$ cat src/rtl/fetch_stage.sv
// rtl/fetch_stage.sv - RISC-V IF stage: PC, credit-limited imem requests, epoch-tagged response buffer
// Optional perf counters are enabled with `define FETCH_PERF_EN.
module fetch_stage #(
    parameter logic [31:0] RESET_PC = 32'h0000_0000,
    parameter int          DEPTH    = 2
) (
    input  logic        clk,
    input  logic        rst,
    output logic        imem_req_valid,
    input  logic        imem_req_ready,
    output logic [31:0] imem_req_addr,
    input  logic        imem_rsp_valid,
    input  logic [31:0] imem_rsp_data,
    input  logic        stall_f,
    input  logic        redirect,
    input  logic [31:0] pc_target,
    output logic        instr_valid,
    output logic [31:0] read_data,
    output logic [31:0] pcf,
    output logic [31:0] pc_plus_4F
`ifdef FETCH_PERF_EN
    ,
    output logic [31:0] fetch_cnt,
    output logic [31:0] drop_cnt,
    output logic [31:0] stall_cycles
`endif
);

    localparam int PW = (DEPTH > 1) ? $clog2(DEPTH) : 1;
    localparam int CW = $clog2(DEPTH + 1);

    logic [31:0]   pc_q;
    logic          epoch;

    logic [31:0]   tag_pc [DEPTH];
    logic          tag_ep [DEPTH];
    logic [PW-1:0] tag_wr, tag_rd;
    logic [CW-1:0] tag_count;

    logic [31:0]   buf_data [DEPTH];
    logic [31:0]   buf_pc   [DEPTH];
    logic [PW-1:0] buf_wr, buf_rd;
    logic [CW-1:0] buf_count;

    logic [CW:0]   credit_used;
    logic          req_fire, rsp_fire, rsp_keep, rsp_drop, buf_pop;
    logic          unused_ok;

    function automatic logic [PW-1:0] ptr_inc(input logic [PW-1:0] p);
        if (p == PW'(DEPTH - 1))
            return '0;
        else
            return p + PW'(1);
    endfunction

    // Stale in-flight requests still hold credit, so the buffer can never overflow.
    assign credit_used    = {1'b0, tag_count} + {1'b0, buf_count};
    assign imem_req_valid = rst && !redirect && (credit_used < (CW+1)'(DEPTH));
    assign imem_req_addr  = pc_q;

    assign req_fire = imem_req_valid && imem_req_ready;
    assign rsp_fire = imem_rsp_valid && (tag_count != '0);
    // A response in the redirect cycle carries the pre-toggle epoch and is discarded.
    assign rsp_keep = rsp_fire && !redirect && (tag_ep[tag_rd] == epoch);
    assign rsp_drop = rsp_fire && !rsp_keep;

    assign instr_valid = (buf_count != '0);
    assign buf_pop     = instr_valid && !stall_f && !redirect;
    assign read_data   = instr_valid ? buf_data[buf_rd] : '0;
    assign pcf         = instr_valid ? buf_pc[buf_rd]   : '0;
    assign pc_plus_4F  = instr_valid ? pcf + 32'd4      : '0;

    assign unused_ok = &{1'b0, pc_target[1:0]};

    always_ff @(posedge clk or negedge rst) begin
        if (!rst) begin
            pc_q  <= RESET_PC;
            epoch <= 1'b0;
        end else if (redirect) begin
            pc_q  <= {pc_target[31:2], 2'b00};
            epoch <= ~epoch;
        end else if (req_fire) begin
            pc_q  <= pc_q + 32'd4;
        end
    end

    always_ff @(posedge clk or negedge rst) begin
        if (!rst) begin
            tag_wr    <= '0;
            tag_rd    <= '0;
            tag_count <= '0;
        end else begin
            if (req_fire)
                tag_wr <= ptr_inc(tag_wr);
            if (rsp_fire)
                tag_rd <= ptr_inc(tag_rd);
            case ({req_fire, rsp_fire})
                2'b10:   tag_count <= tag_count + CW'(1);
                2'b01:   tag_count <= tag_count - CW'(1);
                default: tag_count <= tag_count;
            endcase
        end
    end

    always_ff @(posedge clk or negedge rst) begin
        if (!rst) begin
            buf_wr    <= '0;
            buf_rd    <= '0;
            buf_count <= '0;
        end else if (redirect) begin
            buf_wr    <= '0;
            buf_rd    <= '0;
            buf_count <= '0;
        end else begin
            if (rsp_keep)
                buf_wr <= ptr_inc(buf_wr);
            if (buf_pop)
                buf_rd <= ptr_inc(buf_rd);
            case ({rsp_keep, buf_pop})
                2'b10:   buf_count <= buf_count + CW'(1);
                2'b01:   buf_count <= buf_count - CW'(1);
                default: buf_count <= buf_count;
            endcase
        end
    end

    // Storage arrays carry no reset; validity is tracked by the pointers and counts.
    always_ff @(posedge clk) begin
        if (req_fire) begin
            tag_pc[tag_wr] <= pc_q;
            tag_ep[tag_wr] <= epoch;
        end
        if (rsp_keep) begin
            buf_data[buf_wr] <= imem_rsp_data;
            buf_pc[buf_wr]   <= tag_pc[tag_rd];
        end
    end

    a_rsp_has_tag: assert property (@(posedge clk) disable iff (!rst)
        imem_rsp_valid |-> (tag_count != '0));

`ifdef FETCH_PERF_EN
    always_ff @(posedge clk or negedge rst) begin
        if (!rst) begin
            fetch_cnt    <= '0;
            drop_cnt     <= '0;
            stall_cycles <= '0;
        end else begin
            if (req_fire)
                fetch_cnt <= fetch_cnt + 32'd1;
            if (rsp_drop)
                drop_cnt <= drop_cnt + 32'd1;
            if (stall_f && instr_valid)
                stall_cycles <= stall_cycles + 32'd1;
        end
    end
`else
    logic unused_drop;
    assign unused_drop = rsp_drop;
`endif

endmodule

$ cat config.mk
export PLATFORM = sky130hd
export DESIGN_NAME = fetch_stage
export DESIGN_NICKNAME = d
export VERILOG_FILES = /design/src/rtl/fetch_stage.sv
export SDC_FILE = /design/constraint.sdc
export NUM_CORES = 1
export LEC_CHECK = 0
export ABC_AREA = 1
export CAP_MARGIN = 20
export CORE_MARGIN = 2
export CORE_UTILIZATION = 48
export DETAILED_ROUTE_END_ITERATION = 8
export GPL_TIMING_DRIVEN = 1
export PLACE_DENSITY = 0.85
export SLEW_MARGIN = 20
export SYNTH_ARGS = -nofsm -noshare
export SYNTH_HDL_FRONTEND = slang
export SYNTH_SLANG_ARGS = --single-unit
$ cat constraint.sdc
create_clock -name clk -period 4.23 [get_ports clk]
set_clock_uncertainty 0.15 [all_clocks]
set_input_delay 0.423 -clock clk [delete_from_list [all_inputs] [get_ports clk]]
set_output_delay 0.423 -clock clk [all_outputs]
set_load 0.05 [all_outputs]
# ---- Yosys cells after proc, flatten, opt, wreduce, memory -nomap -nowiden
# Memory sizes are Yosys's and may differ from the RTL's.
# Index checks and enable logic that the tools add are counted.
dict set report classes {
  div_mod_pow 0
  n_mul 0
  n_eq_ne 5
  bitwise_logic 1
  magnitude_cmp 1
  n_reduce_logical 17
  mux 20
  shift 0
  addsub 11
}
# cell count
set op_table {}
lappend op_table {{$mux 32} 5}
lappend op_table {{$add 32x3->32 const B} 2}
lappend op_table {{$mux 1} 12}
lappend op_table {{$reduce_bool 2->1} 6}
lappend op_table {{$logic_and 1x1->1} 8}
lappend op_table {{$pmux 2 s2} 2}
lappend op_table {{$add 1x1->1 const B} 4}
lappend op_table {{$add 2x1->2 const B} 2}
lappend op_table {{$eq 2x1->1 const B} 2}
lappend op_table {{$eq 2x2->1 const B} 2}
lappend op_table {{$sub 2x1->2 const B} 2}
lappend op_table {{$add 2x2->3} 1}
lappend op_table {{$lt 3x2->1 const B} 1}
lappend op_table {{$reduce_bool 3->1} 1}
lappend op_table {{$logic_not 1->1} 2}
lappend op_table {{$mux 2} 1}
lappend op_table {{$eq 1x1->1} 1}
lappend op_table {{$not 1->1} 1}
dict set report totals {
  regBits 41
  mem_bits_rw 194
  rom_bits 0
  out_inout_bits 130
  memories 4
  input_bits 70
  latch_bits 0
}
# memory words width rd rd_clocked_by_memory_dff write_ports line
set memory_table {}
lappend memory_table {buf_data 2 32 1 0 1 40} ;# logic [31:0] buf_data [DEPTH];
lappend memory_table {buf_pc 2 32 1 0 1 41} ;# logic [31:0] buf_pc [DEPTH];
lappend memory_table {tag_pc 2 32 1 0 1 35} ;# logic [31:0] tag_pc [DEPTH];
lappend memory_table {tag_ep 2 1 1 0 1 36} ;# logic tag_ep [DEPTH];

# ---- Longest topological paths before layout
dict set report logic_depth {
  word_depth 7
  depth_mapped 15
}

# ---- Least setup slack after synthesis
# OpenSTA, ideal clock, no wires.
dict set report synth_timing {
  path_kind {in2reg}
  startpoint {input redirect}
  endpoint {memory buf_data[0][0] (enable)}
  setup_time_ns 0.483
  arrival_ns 3.467
  path_stages 4
  required_ns 3.597
  setup_slack_ns 0.130
  cell_sequence {buf_2 > nor2_1 > nand3_1 > nor2_1}
}
dict set report synth_via {
  elab_chain_cells 5
}
# element line
set synth_lines {}
lappend synth_lines {{start, declared} 15} ;# input logic redirect,
lappend synth_lines {{$logic_not 1->1} 64} ;# assign rsp_keep = rsp_fire && !redirect && (tag_ep[tag_rd] == epoch);
lappend synth_lines {{$logic_and 1x1->1 (2 in series)} 64}
lappend synth_lines {{$mux 1} 133} ;# if (rsp_keep) begin
lappend synth_lines {{$mux 1 (not written as such)} 134} ;# buf_data[buf_wr] <= imem_rsp_data;
lappend synth_lines {{end, declared} 40}
# Every way passes these cells.

# ---- Worst setup path after layout
dict set report layout_timing {
  startpoint {register buf_count[1]}
  endpoint {output pc_plus_4F[29]}
}
dict set report layout_via {
  elab_chain_cells 4
}
# element line
set layout_lines {}
lappend layout_lines {{start, declared} 43} ;# logic [CW-1:0] buf_count;
lappend layout_lines {{start signal, assigned} 120} ;# 2'b10: buf_count <= buf_count + CW'(1);
lappend layout_lines {{start signal, assigned} 121} ;# 2'b01: buf_count <= buf_count - CW'(1);
lappend layout_lines {{start signal, assigned} 122} ;# default: buf_count <= buf_count;
lappend layout_lines {{$reduce_bool 2->1 *} 67} ;# assign instr_valid = (buf_count != '0);
lappend layout_lines {{$mux 32} 70} ;# assign pcf = instr_valid ? buf_pc[buf_rd] : '0;
lappend layout_lines {{$add 32x3->32} 71} ;# assign pc_plus_4F = instr_valid ? pcf + 32'd4 : '0;
lappend layout_lines {{$mux 32 *} 71}
lappend layout_lines {{end, declared} 20} ;# output logic [31:0] pc_plus_4F
# Mark *: on every way between the ends. The rest lies on a longest branch, timed or not.

==> impl_summary.md <==
Run status
The run finished with clean final reports.

Place
The total cell area at the placement stage is 0.0129 mm². Once detailed placement completed, the half-perimeter wirelength came to 18.5 mm. At the end of routability-driven placement, the weighted congestion stood at 0.891.

During placement, the flow inserted port buffers numbering 191.

Worst setup path
The worst-path maximum fanout is 46. The timing startpoint of the critical path is buf_count[1]. The largest single stage delay on the critical path is 0.79 ns.

The logic depth of the worst register-to-register path is 12. For the worst setup path, the data arrival time is 3.42 ns. In this run the register-to-register setup slack is 1.33 ns. The cell repeated most along the worst path is nand2_1. For the worst setup path, the data required time is 3.66 ns.

For this design, the slowest cell found on the critical path is clkdlybuf4s50_1. The element type at the critical path start is a register. The last element of the critical path is pc_plus_4F[29].

STA classifies the critical path endpoint as an output port. In this run the critical register-to-register path is launched from buf_count[0]. The endpoint identified for the worst register-to-register timing path is imem_req_addr[10]. Walking the worst path, the cells encountered are nor2_2, inv_2, nand2_1, nor2_2, inv_2, nor2_2, nand2_1, nand2_1, nand2_1, inv_1, clkdlybuf4s50_1. The setup path with the least slack is of type register to output port.

STA
For the final routed database, the setup TNS stands at 0 ns. Setup repair after global routing left no endpoint under its margin. The highest clock frequency the design can meet is 251 MHz. Measured against its own limit, the worst slew margin works out to 50.0%.

At the pin with the least slew margin, the transition time is 0.749 ns. The final setup violation count is 0. The number of pins with negative max-slew slack in the final report came to 0.

The number of endpoints with negative hold slack in the final report is 0. The worst path uses 94.3% of the clock period. The clock period minus worst slack is 3.99 ns.

Floorplan
The die covers 0.0235 mm². The vertical die dimension is 153 µm. The placeable core region is 0.0218 mm². For this design the top-level I/O count stands at 200. Once the floorplan was initialized, standard cells occupied 49.0% of the core. The floorplan has 54 rows. The floorplan step set the die width to 153 µm.

Synthesis
By area, the combinational part of the netlist is dominated by simple AND/OR/NAND/NOR gates. For this run, the leading register cell type out of synthesis is edfxtp_1. The synthesized-area fraction occupied by ao, oa, aoi and oai cells is 3.97%.

The count of cell types in the netlist is 34. The area of the mapped netlist is 0.0107 mm². The total of flip-flops plus latches after synthesis is 225.

Of the post-synthesis cell area, the part taken by muxes is 0%. The arithmetic-cell share of the synthesized area counting full adders, half adders and majority gates is 0.538%. The xor and xnor area share after synthesis is 2.21%.

Yosys mapped a number of flops with a built-in enable equal to 186. After technology mapping, the gate count stands at 1164. The fraction of registers with async set/reset is 17.3%. The average cell area after synthesis is 9.20 µm². The basic-gate share of the synthesized area counting and, or, nand and nor cells is 25.7%. During synthesis, Yosys emitted a total of 0 warnings.

The fraction of the yosys area taken by sequential cells is 61.3%.

Cells and area
The post-route netlist has 7.49% of its cells at a drive strength greater than 1. 0 antenna diodes ended up in the layout. The post-layout net count is 1432. The area growth from synthesis to layout is 29.3%. Cells fill 63.4% of the core in the end.

With fillers left out, the area of the finished cells amounts to 0.0138 mm².

Global route
The global routing usage summed across all routing layers is 22.2%. The number of global-route vias before repair is 8265. The maximum number of pins on one net before global-route repair is 47. The first global-routing pass estimated 42.3 mm of wire. The sum of overflow across all layers after global routing is 0. The initial antenna violation count is 0.

Clock network
The number of gates resized after CTS was 0. The number of levels in the clock H-tree is 1. The CTS buffer count is 24. Counting every sink on the clock net gives 225.

The clock tree from TritonCTS is done. The tree is rooted in a clkbuf_16. The total of hold buffers inserted after clock tree synthesis is 1. The largest buffer count on any clock path is 3. The clock latency of the later-clocked register in the worst-skew pair is 0.51 ns. The clock transition at the registers of the reported paths is 0.06 ns.

Once the clock tree was built, the setup fixing pass inserted 0 buffers.

Pwr
The cell leakage power is 5.68 nW. The overall power after layout is 7.97 mW. The power per unit of standard cell area is 576 mW/mm². The worst vdd rail ir drop is 0.000476 V.

Route
The number of search-and-repair iterations in the first detailed-routing pass is 5. For this run, design rule violations remaining after detail routing come to 0. The violation count after the first detailed-routing iteration is 688. The total wire length after detailed routing is 26.6 mm. The vias per cell is 5.19. The count of nets left with antenna violations once routing finished came out at 0. The final route contains 8588 vias. After detailed routing, the average wire length per cell comes to 16.1 µm.

Hold path
The tightest min-delay check is of the input pin to register type.

Job
The tool flagged a number of max-cap violations equal to 0.
[layout make-up]
cell class                 count  area [µm²]
clock buffer                  36         759
clock inverter                 8         128
fill                        1698        7990
inverter                     111         422
multi-input combinational    789        3520
sequential                   225        6560
tap                          280         350
timing repair buffer         207        2100
[critical path: cells and delay by family, from the launching register on]
kind / cells / cell delay (ns)
flops: 1 / 0.45
simple gates: 7 / 0.96
buf+inv: 4 / 1.47
[stage by stage]
stage | hold WS, ns | cells | setup slack [ns]
finish | 0.341 | 1656 | 0.240
global route | 0.332 | 1656 | 0.00317
CTS | 0.324 | 1656 | 0.197
detailed placement | 0.384 | 1611 | 0.738
global placement | 0.363 | 1611 | 0.785
floorplan | -0.0226 | 1169 | 0.130
[layout by cell type (no fill, tap or decap), types with 5 or more instances in the layout]
master and instances:
nand3_1 68, nand2_1 477, nand3b_1 5, clkdlybuf4s50_1 177, o211ai_1 7, nor3_1 16
buf_12 8, nand4_1 6, clkbuf_16 27, o21ai_0 23, inv_1 106, a21oi_1 38
nor2_2 17, dfrtp_1 38, edfxtp_1 186, o21bai_1 6, clkbuf_8 5, xor2_1 25
buf_4 20, conb_1 6, nor2_1 75
[registers in the layout, indices dropped and copies added, names as in the netlist]
signal         cells
buf_count          2
tag_rd             1
buf_pc            60
buf_rd             1
tag_ep             2
tag_pc            60
tag_wr             1
buf_wr             1
buf_data          64
epoch              1
imem_req_addr     30
tag_count          2
[worst min path at each step]
stage	cells past startpoint	end	from
global placement	1	epoch	epoch
global route	1	buf_data[1][6]	imem_rsp_data[6]
finish	3	imem_req_addr[9]	pc_target[9]
detailed placement	2	buf_pc[0][5]	tag_pc[1][5]
CTS	3	imem_req_addr[9]	pc_target[9]
floorplan	0	buf_count[0]	rst
[Yosys cell counts, drive strengths merged (7+ instances only)]
| cell | n | area, µm² |
|---|---|---|
| xor2 | 25 | 219 |
| nand3 | 71 | 370 |
| nor2 | 95 | 399 |
| nor3 | 17 | 90.1 |
| inv | 110 | 413 |
| buf | 34 | 208 |
| nand2 | 480 | 1810 |
| edfxtp | 186 | 5590 |
| dfrtp | 39 | 976 |
| clkbuf | 10 | 37.5 |
| a21oi | 38 | 190 |
| o21ai | 23 | 115 |
| o211ai | 7 | 52.6 |
[power by group]
group | total [mW] | internal [mW] | leakage (nW) | switching, mW
combinational | 2.74 | 0.799 | 3.09 | 1.94
clock | 2.26 | 1.43 | 0.434 | 0.828
sequential | 2.98 | 2.78 | 2.16 | 0.201
total | 7.97 | 5.01 | 5.68 | 2.97
[metal layers]
layer / track usage, % / vias up / share of wire, %
li1: - / 4155 / -
met1: 30.1 / 3965 / 41
met2: 37.6 / 415 / 49
met3: 2.92 / 53 / 7.2
met4: 6.60 / 0 / 2.4
met5: 0 / - / 0
[cells by family after synthesis]
logic type,Yosys count
compound gates,77
buf+inv,155
flops,225
fa+ha+maj,4
xor+xnor,27
simple gates,675
other cells,1
(Power assumes the default switching activity.)
